<file path="src/rtl/bp_arbiter_pkg.sv">
// ============================================================================
// Module   : bp_arbiter_pkg
// Purpose  : Shared types for the bytepipe arbiter. This covers the header
//            layout, the state encodings for both directions and the width
//            of the client id.
// Revision : 1.0  initial release
// ============================================================================
`default_nettype none

package bp_arbiter_pkg;

  localparam int ID_W = 4;

  // Header byte layout, used in both directions
  typedef struct packed {
    logic [3:0]      len_m1;  // payload length minus one (1..16 bytes)
    logic [ID_W-1:0] id;      // client id
  } hdr_t;

  typedef enum logic [0:0] {H_HDR, H_PAY} h_state_t;
  typedef enum logic [1:0] {D_IDLE, D_COL, D_HDR, D_DRN} d_state_t;

endpackage

`default_nettype wire

</file>
<file path="src/rtl/bp_arbiter_rr.sv">
// ============================================================================
// Module   : bp_arbiter_rr
// Purpose  : N-way round-robin pick. The search starts at ptr_i, runs upward
//            and wraps to the bottom.
// Ports    : req_i   - request vector, one bit per client
//            ptr_i   - starting search position (0..N-1)
//            grant_o - one-hot grant; all zero when there is no request
//            idx_o   - index of the granted client
// Revision : 1.0  initial release
// ============================================================================
`default_nettype none

module bp_arbiter_rr
  import bp_arbiter_pkg::*;
#(
  parameter int N = 2
) (
  input  logic [N-1:0]    req_i,
  input  logic [ID_W-1:0] ptr_i,
  output logic [N-1:0]    grant_o,
  output logic [ID_W-1:0] idx_o
);

  logic w_found;

  // The first pass covers ptr..N-1. The second pass covers the wrap from 0,
  // and it does nothing if the first pass already made a pick.
  always_comb begin
    grant_o = '0;
    idx_o   = '0;
    w_found = 1'b0;
    for (int j = 0; j < N; j++) begin
      if (!w_found && req_i[j] && (ID_W'(j) >= ptr_i)) begin
        grant_o[j] = 1'b1;
        idx_o      = ID_W'(j);
        w_found    = 1'b1;
      end
    end
    for (int j = 0; j < N; j++) begin
      if (!w_found && req_i[j]) begin
        grant_o[j] = 1'b1;
        idx_o      = ID_W'(j);
        w_found    = 1'b1;
      end
    end
  end

endmodule

`default_nettype wire

</file>
<file path="src/rtl/bp_arbiter.sv">
// ============================================================================
// Module   : bp_arbiter
// Purpose  : Shares one USB-serial bytepipe between N_CLIENT bytepipe clients.
//            Host->dev: a header routes the payload to one client, with zero
//            added latency. Dev->host: clients are granted round-robin. Each
//            burst is buffered, then sent behind a header.
// Config   : BP_ARBITER_DROPCNT_EN adds o_dropCount. It counts payload bytes
//            that the host sent to a non-existent client and saturates at 255.
// Ports    : i_clk, i_rst            clock, async active-high reset
//            i_hostToDev_*           bytes from USB
//            o_devToHost_*           bytes to USB
//            o_cl_* / i_cl_ready     host->client bytes, slice k = client k
//            i_cl_* / o_cl_ready     client->host bytes
//            o_dropCount             discarded byte count (optional)
// Revision : 1.0  initial release
// ============================================================================
`default_nettype none

module bp_arbiter
  import bp_arbiter_pkg::*;
#(
  parameter int N_CLIENT     = 2,
  parameter int MAX_BURST    = 16,
  parameter int IDLE_TIMEOUT = 8
) (
  input  logic                  i_clk,
  input  logic                  i_rst,
  input  logic [7:0]            i_hostToDev_data,
  input  logic                  i_hostToDev_valid,
  output logic                  o_hostToDev_ready,
  output logic [7:0]            o_devToHost_data,
  output logic                  o_devToHost_valid,
  input  logic                  i_devToHost_ready,
  output logic [8*N_CLIENT-1:0] o_cl_data,
  output logic [N_CLIENT-1:0]   o_cl_valid,
  input  logic [N_CLIENT-1:0]   i_cl_ready,
  input  logic [8*N_CLIENT-1:0] i_cl_data,
  input  logic [N_CLIENT-1:0]   i_cl_valid,
  output logic [N_CLIENT-1:0]   o_cl_ready
`ifdef BP_ARBITER_DROPCNT_EN
  ,
  output logic [7:0]            o_dropCount
`endif
);

  localparam logic [ID_W-1:0] c_LAST = ID_W'(N_CLIENT - 1);
  localparam logic [4:0]      c_NCL  = 5'(N_CLIENT);
  localparam logic [4:0]      c_MAXB = 5'(MAX_BURST);
  localparam logic [7:0]      c_TMO  = 8'(IDLE_TIMEOUT);

  // --------------------------------------------------------------------------
  // Host -> device
  // --------------------------------------------------------------------------
  h_state_t        h_state_q, h_state_d;
  logic [ID_W-1:0] h_id_q, h_id_d;
  logic [4:0]      h_rem_q, h_rem_d;
  logic            run_q;     // keeps ready low through the reset cycle
  logic            w_h_known;
  logic            w_h_xfer;
  hdr_t            w_h_hdr;

  assign w_h_hdr   = hdr_t'(i_hostToDev_data);
  assign w_h_known = ({1'b0, h_id_q} < c_NCL);
  assign w_h_xfer  = i_hostToDev_valid && o_hostToDev_ready;

  always_comb begin
    o_cl_valid        = '0;
    o_cl_data         = '0;
    o_hostToDev_ready = 1'b0;
    if (h_state_q == H_HDR) begin
      o_hostToDev_ready = run_q;
    end else if (!w_h_known) begin
      o_hostToDev_ready = 1'b1;  // payload for a non-existent client is sunk
    end else begin
      for (int k = 0; k < N_CLIENT; k++) begin
        if (h_id_q == ID_W'(k)) begin
          o_cl_valid[k]        = i_hostToDev_valid;
          o_cl_data[8*k +: 8]  = i_hostToDev_data;
          o_hostToDev_ready    = i_cl_ready[k];
        end
      end
    end
  end

  always_comb begin
    h_state_d = h_state_q;
    h_id_d    = h_id_q;
    h_rem_d   = h_rem_q;
    if (w_h_xfer) begin
      if (h_state_q == H_HDR) begin
        h_id_d    = w_h_hdr.id;
        h_rem_d   = {1'b0, w_h_hdr.len_m1} + 5'd1;
        h_state_d = H_PAY;
      end else begin
        h_rem_d = h_rem_q - 5'd1;
        if (h_rem_q == 5'd1) h_state_d = H_HDR;
      end
    end
  end

  always_ff @(posedge i_clk or posedge i_rst) begin
    if (i_rst) begin
      h_state_q <= H_HDR;
      h_id_q    <= '0;
      h_rem_q   <= '0;
      run_q     <= 1'b0;
    end else begin
      h_state_q <= h_state_d;
      h_id_q    <= h_id_d;
      h_rem_q   <= h_rem_d;
      run_q     <= 1'b1;
    end
  end

`ifdef BP_ARBITER_DROPCNT_EN
  logic [7:0] drop_q;

  always_ff @(posedge i_clk or posedge i_rst) begin
    if (i_rst) begin
      drop_q <= '0;
    end else if (w_h_xfer && (h_state_q == H_PAY) && !w_h_known && (drop_q != 8'hFF)) begin
      drop_q <= drop_q + 8'd1;
    end
  end

  assign o_dropCount = drop_q;
`endif

  // --------------------------------------------------------------------------
  // Device -> host
  // --------------------------------------------------------------------------
  d_state_t            d_state_q, d_state_d;
  logic [ID_W-1:0]     g_q, g_d;       // granted client
  logic [ID_W-1:0]     rr_q, rr_d;     // round-robin start pointer
  logic [4:0]          cnt_q, cnt_d;   // bytes buffered in this burst
  logic [3:0]          dr_q, dr_d;     // drain index
  logic [7:0]          idle_q, idle_d; // idle cycles since the last accepted byte
  logic [7:0]          buf_q [16];
  logic [N_CLIENT-1:0] w_rr_grant;
  logic [ID_W-1:0]     w_rr_idx;
  logic                w_rr_any;
  logic                w_c_valid;
  logic [7:0]          w_c_data;
  logic                w_c_xfer;
  logic [4:0]          w_cnt_m1;
  hdr_t                w_d_hdr;

  bp_arbiter_rr #(
    .N (N_CLIENT)
  ) u_rr (
    .req_i   (i_cl_valid),
    .ptr_i   (rr_q),
    .grant_o (w_rr_grant),
    .idx_o   (w_rr_idx)
  );

  assign w_rr_any = |w_rr_grant;

  always_comb begin
    w_c_valid  = 1'b0;
    w_c_data   = '0;
    o_cl_ready = '0;
    for (int k = 0; k < N_CLIENT; k++) begin
      if (g_q == ID_W'(k)) begin
        w_c_valid     = i_cl_valid[k];
        w_c_data      = i_cl_data[8*k +: 8];
        o_cl_ready[k] = (d_state_q == D_COL);
      end
    end
  end

  assign w_c_xfer       = w_c_valid && (d_state_q == D_COL);
  assign w_cnt_m1       = cnt_q - 5'd1;
  assign w_d_hdr.len_m1 = w_cnt_m1[3:0];
  assign w_d_hdr.id     = g_q;

  // The outputs decode from registers only, so they stay stable under USB backpressure
  always_comb begin
    o_devToHost_valid = 1'b0;
    o_devToHost_data  = '0;
    case (d_state_q)
      D_HDR: begin
        o_devToHost_valid = 1'b1;
        o_devToHost_data  = w_d_hdr;
      end
      D_DRN: begin
        o_devToHost_valid = 1'b1;
        o_devToHost_data  = buf_q[dr_q];
      end
      default: ;
    endcase
  end

  always_comb begin
    d_state_d = d_state_q;
    g_d       = g_q;
    rr_d      = rr_q;
    cnt_d     = cnt_q;
    dr_d      = dr_q;
    idle_d    = idle_q;
    case (d_state_q)
      D_IDLE: begin
        if (w_rr_any) begin
          g_d       = w_rr_idx;
          cnt_d     = '0;
          idle_d    = '0;
          d_state_d = D_COL;
        end
      end
      D_COL: begin
        if (w_c_xfer) begin
          cnt_d  = cnt_q + 5'd1;
          idle_d = '0;
          if (cnt_q + 5'd1 == c_MAXB) d_state_d = D_HDR;
        end else if (cnt_q != 5'd0) begin
          // An empty burst waits forever; only a started burst times out
          idle_d = idle_q + 8'd1;
          if (idle_q + 8'd1 == c_TMO) d_state_d = D_HDR;
        end
      end
      D_HDR: begin
        if (i_devToHost_ready) begin
          dr_d      = '0;
          d_state_d = D_DRN;
        end
      end
      D_DRN: begin
        if (i_devToHost_ready) begin
          dr_d = dr_q + 4'd1;
          if ({1'b0, dr_q} == w_cnt_m1) begin
            d_state_d = D_IDLE;
            rr_d      = (g_q == c_LAST) ? '0 : g_q + 1'b1;
          end
        end
      end
      default: d_state_d = D_IDLE;
    endcase
  end

  always_ff @(posedge i_clk or posedge i_rst) begin
    if (i_rst) begin
      d_state_q <= D_IDLE;
      g_q       <= '0;
      rr_q      <= '0;
      cnt_q     <= '0;
      dr_q      <= '0;
      idle_q    <= '0;
    end else begin
      d_state_q <= d_state_d;
      g_q       <= g_d;
      rr_q      <= rr_d;
      cnt_q     <= cnt_d;
      dr_q      <= dr_d;
      idle_q    <= idle_d;
    end
  end

  // Buffer contents only matter below cnt_q, so they need no reset
  always_ff @(posedge i_clk) begin
    if (w_c_xfer) buf_q[cnt_q[3:0]] <= w_c_data;
  end

endmodule

`default_nettype wire
</file>
<file path="config.mk">
export PLATFORM = sky130hd
export DESIGN_NAME = bp_arbiter
export DESIGN_NICKNAME = d
export VERILOG_FILES = /design/src/rtl/bp_arbiter_pkg.sv /design/src/rtl/bp_arbiter_rr.sv /design/src/rtl/bp_arbiter.sv
export SDC_FILE = /design/constraint.sdc
export NUM_CORES = 1
export LEC_CHECK = 0
export BUFFER_PORTS_ARGS = -buffer_cell sky130_fd_sc_hd__clkbuf_2
export CORE_MARGIN = 3
export CORE_UTILIZATION = 54
export DETAILED_ROUTE_END_ITERATION = 10
export GPL_TIMING_DRIVEN = 0
export HOLD_SLACK_MARGIN = 0.05
export PLACE_DENSITY = 0.76
export SLEW_MARGIN = 20
export SYNTH_ARGS = -nofsm -noshare
export SYNTH_HDL_FRONTEND = slang
export SYNTH_SLANG_ARGS = --single-unit
</file>
<file path="constraint.sdc">
create_clock -name i_clk -period 2.3 [get_ports i_clk]
set_clock_uncertainty 0.1 [all_clocks]
set_input_delay 0.345 -clock i_clk [delete_from_list [all_inputs] [get_ports i_clk]]
set_output_delay 0.345 -clock i_clk [all_outputs]
set_load 0.02 [all_outputs]
</file>
==> flow_metrics.tcl, run 1 <==
set metrics [dict create \
    run_status "complete, but fails checks" \
    failed_checks "negative setup slack" \
    synth-main-ff-cell "sky130_fd_sc_hd__edfxtp_1" \
    cts.path.max_buffers 2 \
    power_density_nw_per_um2 1180 \
    power_switching_share 0.327 \
    antenna_found_initial 0 \
    final_weighted_congestion_of_routability_driven_global_placement 0.838 \
    grt_max_degree 33 \
    netlist.top_cell.by_area "sky130_fd_sc_hd__edfxtp_1" \
    syn-instance-count 459 \
    worst_slack_ns -0.640 \
    coreArea_um2 12800 \
    crit_path_end_kind "output pin" \
    syn_area_um2 7160 \
    clock_tree.root_cell "sky130_fd_sc_hd__clkbuf_16" \
    place.port_buffers 61 \
    dr_total_vias 4353 \
    leakagePower_uw 0.00316 \
    design_area_um2 8760 \
    final_antenna_net_count 0 \
    netlist.area_leader.share 0.537 \
    critPathMaxFanout 8 \
    synth.distinct_cells 48 \
    seq_area_frac_synth 0.649 \
    asyncSetResetFlopFracSynth 0.200 \
    placed_cell_area_um2 7710 \
    internal-power_uw 6980 \
    fill_cells 824 \
    ff_latch_area_um2 4640 \
    placed_wire_length_estimate_after_detailed_placement_mm 9.87 \
    setup_viol_count_final 8 \
    vdd_ir_drop_max_mv 0.882 \
    cts_max_level 4 \
    number_of_warnings_reported_in_the_yosys_synthesis_log 0 \
    detail_route.wl_per_cell_um 20.9 \
    wire_length_of_the_first_global_routing_pass_mm 24.0 \
    hold_violations 0 \
    via_per_inst 5.90 \
    number_of_max_capacitance_violations_reported 0 \
    number_of_global_route_vias_before_repair 4420 \
    synth_enable_flop_cells 128 \
    power_frac_seq 0.363 \
    ys_seq_elements 160 \
    multiInputGateArea_um2 2550 \
    slew_viol_final 0 \
    area_delta_synth_final_pct 22.4 \
    p_switching_uw 3390 \
    die_x_um 121 \
    pre_cts_slack_ns -0.614 \
    syn_nets 504 \
    nNetsFinal 598 \
    drive_above_1_share 0.369 \
    firstDrtPassIters 5 \
    insertedDiodeCount 0 \
    worst_setup_path_start_kind "register" \
    pwr-share-clk 0.259 \
    avgSynthCellArea_um2 15.6 \
    number_of_top_level_pins 62 \
    max_slew_margin 0.542 \
    start_util 0.561 \
    final_cell_mix "sky130_fd_sc_hd__edfxtp_1, sky130_fd_sc_hd__clkbuf_2, sky130_fd_sc_hd__mux4_2, sky130_fd_sc_hd__nand2_1, sky130_fd_sc_hd__dfrtp_1" \
    layout.cells.most_common "sky130_fd_sc_hd__edfxtp_1" \
    timing.fmax_mhz 340 \
    clock-sinks 160 \
    clk_latency_ns 0.42 \
    max_slew.worst_pin.slew_ns 0.686 \
    layout_worst_path_cycle_share 1.28 \
    die_y_um 121 \
    grtUsageTotal 0.222 \
    rsz0062_at_grt "yes" \
    grt.overflow.total 0 \
    drt-initial-drc-count 479 \
    cts_made_buffers 17 \
    clk_pin_slew_worst_paths_ns 0.06 \
    routed_wirelength_mm 15.4 \
    dieArea_um2 14700 \
    setup.worst_path.class "register to output pin" \
    cts_tree "done" \
    timing.critical_path.required_ns 1.86 \
    drcViolationCount 0 \
    period_minus_slack_ns 2.94 \
    synth_area_leaders "sky130_fd_sc_hd__edfxtp_1, sky130_fd_sc_hd__mux4_2, sky130_fd_sc_hd__dfrtp_1" \
    combPwrFrac 0.377 \
    worst-endpoint-arrival_ns 2.49 \
    worstHoldPathType "primary input to register" \
    num_rows 41 \
]
## Yosys cell counts (all sizes together) (5+ instances only)
master	count
edfxtp	128
mux4	40
nand2	38
dfrtp	32
and2	25
nor2	23
o21ai	22
clkbuf	13
ha	13
mux2	13
buf	11
inv	11
a21oi	9
nand3	9
nor3	8
mux2i	7
xor2	6
nand2b	5
nor2b	5
## final cells by class
type | instances | area share
buffer | 20 | 0.0196
clock buffer | 19 | 0.0494
clock inverter | 13 | 0.0154
inverter | 11 | 0.00471
multi-input combinational | 264 | 0.291
sequential | 160 | 0.530
tap | 172 | 0.0246
timing repair buffer | 79 | 0.0652
## critical path: stages, from the launching register on
cell                        delay [ns]
sky130_fd_sc_hd__dfrtp_1          0.39
sky130_fd_sc_hd__buf_12           0.17
sky130_fd_sc_hd__clkbuf_16        0.17
sky130_fd_sc_hd__mux4_2           0.52
sky130_fd_sc_hd__mux4_2           0.50
sky130_fd_sc_hd__nand2_1          0.09
sky130_fd_sc_hd__o21ai_1          0.07
sky130_fd_sc_hd__buf_2            0.16
## path summary, 6_finish.rpt
path | from | to | slack [ns] | cells past startpoint
setup / recovery | dr_q[0] | o_devToHost_data[4] | -0.64 | 7
max in group asynchronous | i_rst | d_state_q[1] | 1.20 | 3
setup reg to reg | cnt_q[0] | d_state_q[1] | 0.01 | 9
min in group asynchronous | i_rst | cnt_q[0] | 0.47 | 3
hold / removal | i_hostToDev_data[1] | h_id_q[1] | 0.09 | 2
hold reg to reg | idle_q[4] | idle_q[4] | 0.40 | 1
## state kept, by name (all words and copies together) (netlist names)
register / count
buf_q: 128
idle_q: 8
cnt_q: 5
h_rem_q: 5
dr_q: 4
h_id_q: 4
d_state_q: 2
g_q: 1
h_state_q: 1
rr_q: 1
run_q: 1
## routing by layer
layer / wire (µm) / track usage
met5: 0 / 0
met2: 8010 / 0.363
met3: 956 / 0.0648
met4: 365 / 0.0742
met1: 6100 / 0.288
## power groups by stage
stage / combinational (µW) / clock [µW] / sequential (µW)
6_report: 3910 / 2690 / 3770
5_1_grt: 4220 / 2850 / 3800
4_1_cts: 3780 / 2730 / 3730
3_5_place_dp: 3360 / 0 / 3780
3_3_place_gp: 3260 / 0 / 3770
2_1_floorplan: 2500 / 0 / 3730
## kinds of logic (layout without fill, tap and decap cells)
logic type / Yosys count / in the layout / share of synthesized area
AOI/OAI and AO/OA: 55 / 55 / 0.0494
xor gates and xnor gates: 10 / 10 / 0.0122
adders and majority gates: 13 / 13 / 0.0227
buffers and inverters: 35 / 142 / 0.0225
DFF: 160 / 160 / 0.649
muxes: 60 / 60 / 0.156
other: 1 / 1 / 0.000524
and+or+nand+nor: 125 / 125 / 0.0879
## timing repair
item / CTS / global route
endpoints found under the setup margin: 167 / 165
hold endpoints to repair: 33 / 0
hold buffers: 2 / 0
resized for setup: 64 / 25
pin swaps: 8 / 0
gates cloned: 1 / 1
buffers inserted: 14 / 1
## through the flow
step / setup TNS (ns) / util / hold WS [ns] / total power, µW / instances
floorplan: -1.37 / - / 0.342 / 6230 / 459
global placement: -61.29 / 0.603 / 0.382 / 7030 / 692
detailed placement: -62.46 / 0.603 / 0.374 / 7150 / 692
CTS: -9.38 / 0.682 / 0.0653 / 10200 / 739
global route: -6.30 / 0.686 / 0.0766 / 10900 / 738
finish: -5.00 / 0.686 / 0.0857 / 10400 / 738
Note: power is estimated with default switching activity, not from simulation.
==> run 2: changes to the inputs <==
--- a/config.mk
+++ b/config.mk
@@ -6,7 +6,6 @@
 export NUM_CORES = 1
 export LEC_CHECK = 0
 export BUFFER_PORTS_ARGS = -buffer_cell sky130_fd_sc_hd__clkbuf_2
-export CORE_MARGIN = 3
 export CORE_UTILIZATION = 54
 export DETAILED_ROUTE_END_ITERATION = 10
 export GPL_TIMING_DRIVEN = 0
==> run 2 against run 1 <==
Compared with the run above: the run still ends with negative setup slack left; count of clock-buffer cells in the layout is 1 lower; global-route usage up 2.6 points; clock power about the same; power rose by 2.2%; critical path type unchanged; sequential power hardly changed; design area rose by 1.2%; worst setup slack worse by 0.097 ns; highest routed layer unchanged.
==> flow_metrics.tcl, run 2 (synthesis results as in run 1) <==
set metrics [dict create \
    ff2ff_setup_slack_ns 0.02 \
    firstDrtPassIters 5 \
    dieArea_um2 13700 \
    post-layout-total-power_uw 10600 \
    drcViolationCount 0 \
    nNetsFinal 604 \
    power_switching_share 0.337 \
    placed_wire_length_estimate_after_detailed_placement_mm 10.0 \
    timing.critical_path.required_ns 1.86 \
    min_to "h_id_q[0]" \
    hold_path_depth 2 \
    hold_violations 0 \
    internal-power_uw 7030 \
    worst_r2r_path_depth 9 \
    slew_viol_final 0 \
    p_switching_uw 3570 \
    grt_max_degree 33 \
    clock_tree.root_cell "sky130_fd_sc_hd__clkbuf_16" \
    vdd_ir_drop_max_mv 0.834 \
    run_status "complete, but fails checks" \
    die_y_um 117 \
    antenna_found_initial 0 \
    failed_checks "negative setup slack" \
    setup_viol_count_final 8 \
    period_minus_slack_ns 3.04 \
    met3_length_mm 1.16 \
    cts_tree "done" \
    final_weighted_congestion_of_routability_driven_global_placement 0.847 \
    wirelength_met1_mm 6.11 \
    clk_latency_ns 0.43 \
    worst_slack_ns -0.737 \
    layoutNonFillerInstCount 744 \
    power_frac_seq 0.356 \
    dr_total_vias 4465 \
    drt-initial-drc-count 489 \
    routed_length_on_met2_mm 8.30 \
    cts_max_level 4 \
    worst_setup_path_start_kind "register" \
    die_x_um 117 \
    cts.path.max_buffers 2 \
    hold_start "i_hostToDev_data[0]" \
    drive_above_1_share 0.385 \
    rsz0062_at_grt "yes" \
    end_of_the_worst_register_to_register_path "d_state_q[1]" \
    detail_route.wl_per_cell_um 21.4 \
    largest_register_ffs 128 \
    clk_pin_slew_worst_paths_ns 0.06 \
    grt.overflow.total 0 \
    worst-endpoint-arrival_ns 2.59 \
    via_per_inst 6.00 \
    timing.fmax_mhz 329 \
    final_cell_mix "sky130_fd_sc_hd__edfxtp_1, sky130_fd_sc_hd__clkbuf_2, sky130_fd_sc_hd__mux4_2, sky130_fd_sc_hd__nand2_1, sky130_fd_sc_hd__dfrtp_1" \
    combPwrFrac 0.391 \
    wire_length_of_the_first_global_routing_pass_mm 23.5 \
    top_layer "met4" \
    routed_wirelength_mm 15.9 \
    crit_path_end_kind "output pin" \
    max_slew_margin 0.485 \
    layout.cells.most_common "sky130_fd_sc_hd__edfxtp_1" \
    num_rows 41 \
    clock-sinks 160 \
    cts_made_buffers 17 \
    power_density_nw_per_um2 1190 \
    insertedDiodeCount 0 \
    area_delta_synth_final_pct 23.9 \
    worstHoldPathType "primary input to register" \
    leakagePower_uw 0.00319 \
    layout_worst_path_cycle_share 1.32 \
    coreArea_um2 12800 \
    grtUsageTotal 0.248 \
    setup-tns-final_ns -5.42 \
    start_util 0.561 \
    number_of_max_capacitance_violations_reported 0 \
    pwr-share-clk 0.253 \
    max_slew.worst_pin.slew_ns 0.773 \
    setup.worst_path.class "register to output pin" \
    final_antenna_net_count 0 \
    number_of_global_route_vias_before_repair 4177 \
    critPathMaxFanout 7 \
    numPlacedInstances 692 \
    place.port_buffers 61 \
    r2r-start "cnt_q[0]" \
    number_of_top_level_pins 62 \
]
[run 2: changes by cell type in the layout (fill, tap and decap cells not counted), moves of 2 or more]
cell / before / now
sky130_fd_sc_hd__inv_8: 0 / 2
sky130_fd_sc_hd__clkbuf_2: 59 / 57
sky130_fd_sc_hd__buf_4: 10 / 16
sky130_fd_sc_hd__buf_16: 0 / 2
sky130_fd_sc_hd__dfrtp_1: 32 / 30
sky130_fd_sc_hd__clkinv_2: 3 / 1
sky130_fd_sc_hd__clkinvlp_4: 0 / 3
sky130_fd_sc_hd__buf_8: 3 / 0
sky130_fd_sc_hd__clkbuf_8: 1 / 5
sky130_fd_sc_hd__and2_4: 2 / 0
sky130_fd_sc_hd__and2_1: 22 / 24
sky130_fd_sc_hd__dfrtp_2: 0 / 2
[run 2: power by group through the flow]
stage	Sequential [µW]	Clock, µW	Combinational, µW
6_report	3770	2680	4140
5_1_grt	3800	2830	4440
4_1_cts	3730	2700	3940
3_5_place_dp	3780	0	3380
3_3_place_gp	3770	0	3290
2_1_floorplan	3730	0	2500
[run 2: cell type report]
cell class	instances	area, µm²
clock inverters	14	131
multi-input cells	264	2580
clock buffers	18	429
well taps	172	215
plain buffers	20	176
repair buffers	85	649
inverters	11	43.8
flip-flops and latches	160	4650
fillers	798	3910
[run 2: what timing repair did]
| item | CTS | global route |
|---|---|---|
| pin swaps | 7 | 4 |
| gates resized for setup | 71 | 23 |
| hold buffers | 2 | 0 |
| endpoints found under the hold margin | 33 | 0 |
| endpoints found under the setup margin | 167 | 157 |
| setup buffers | 13 | 7 |
| gates cloned | 2 | 0 |
[run 2: worst max-delay path by stage]
stage                             from                   to  slack (ns)
final                          dr_q[0]  o_devToHost_data[5]       -0.74
after global placement    d_state_q[1]          buf_q[2][1]       -0.82
after CTS                      dr_q[0]  o_devToHost_data[4]       -0.68
after detailed placement  d_state_q[1]         buf_q[15][5]       -0.55
after global routing           dr_q[0]  o_devToHost_data[5]       -0.77
after floorplan           d_state_q[1]          buf_q[1][0]       -0.09
[run 2: metal layers]
layer  GRT usage  vias up
met4      0.0835        0
li1            -     1982
met2       0.411      213
met3      0.0747       31
met5           0        -
met1       0.314     2239
[run 2: critical path, stage by stage (launching register included)]
cell and delay, ns:
sky130_fd_sc_hd__dfrtp_2 0.42, sky130_fd_sc_hd__buf_12 0.16, sky130_fd_sc_hd__buf_12 0.14, sky130_fd_sc_hd__mux4_2 0.55, sky130_fd_sc_hd__mux4_2 0.54, sky130_fd_sc_hd__nand2_2 0.10, sky130_fd_sc_hd__o21ai_2 0.08, sky130_fd_sc_hd__clkbuf_8 0.16
[run 2: through the flow]
step	hold WS (ns)	utilization	instance area [µm²]	setup slack, ns
floorplan	0.342	-	7180	-0.0857
global placement	0.381	0.603	7700	-0.819
detailed placement	0.381	0.603	7710	-0.546
CTS	0.0709	0.684	8740	-0.678
global route	0.0741	0.694	8870	-0.766
finish	0.0755	0.694	8870	-0.737
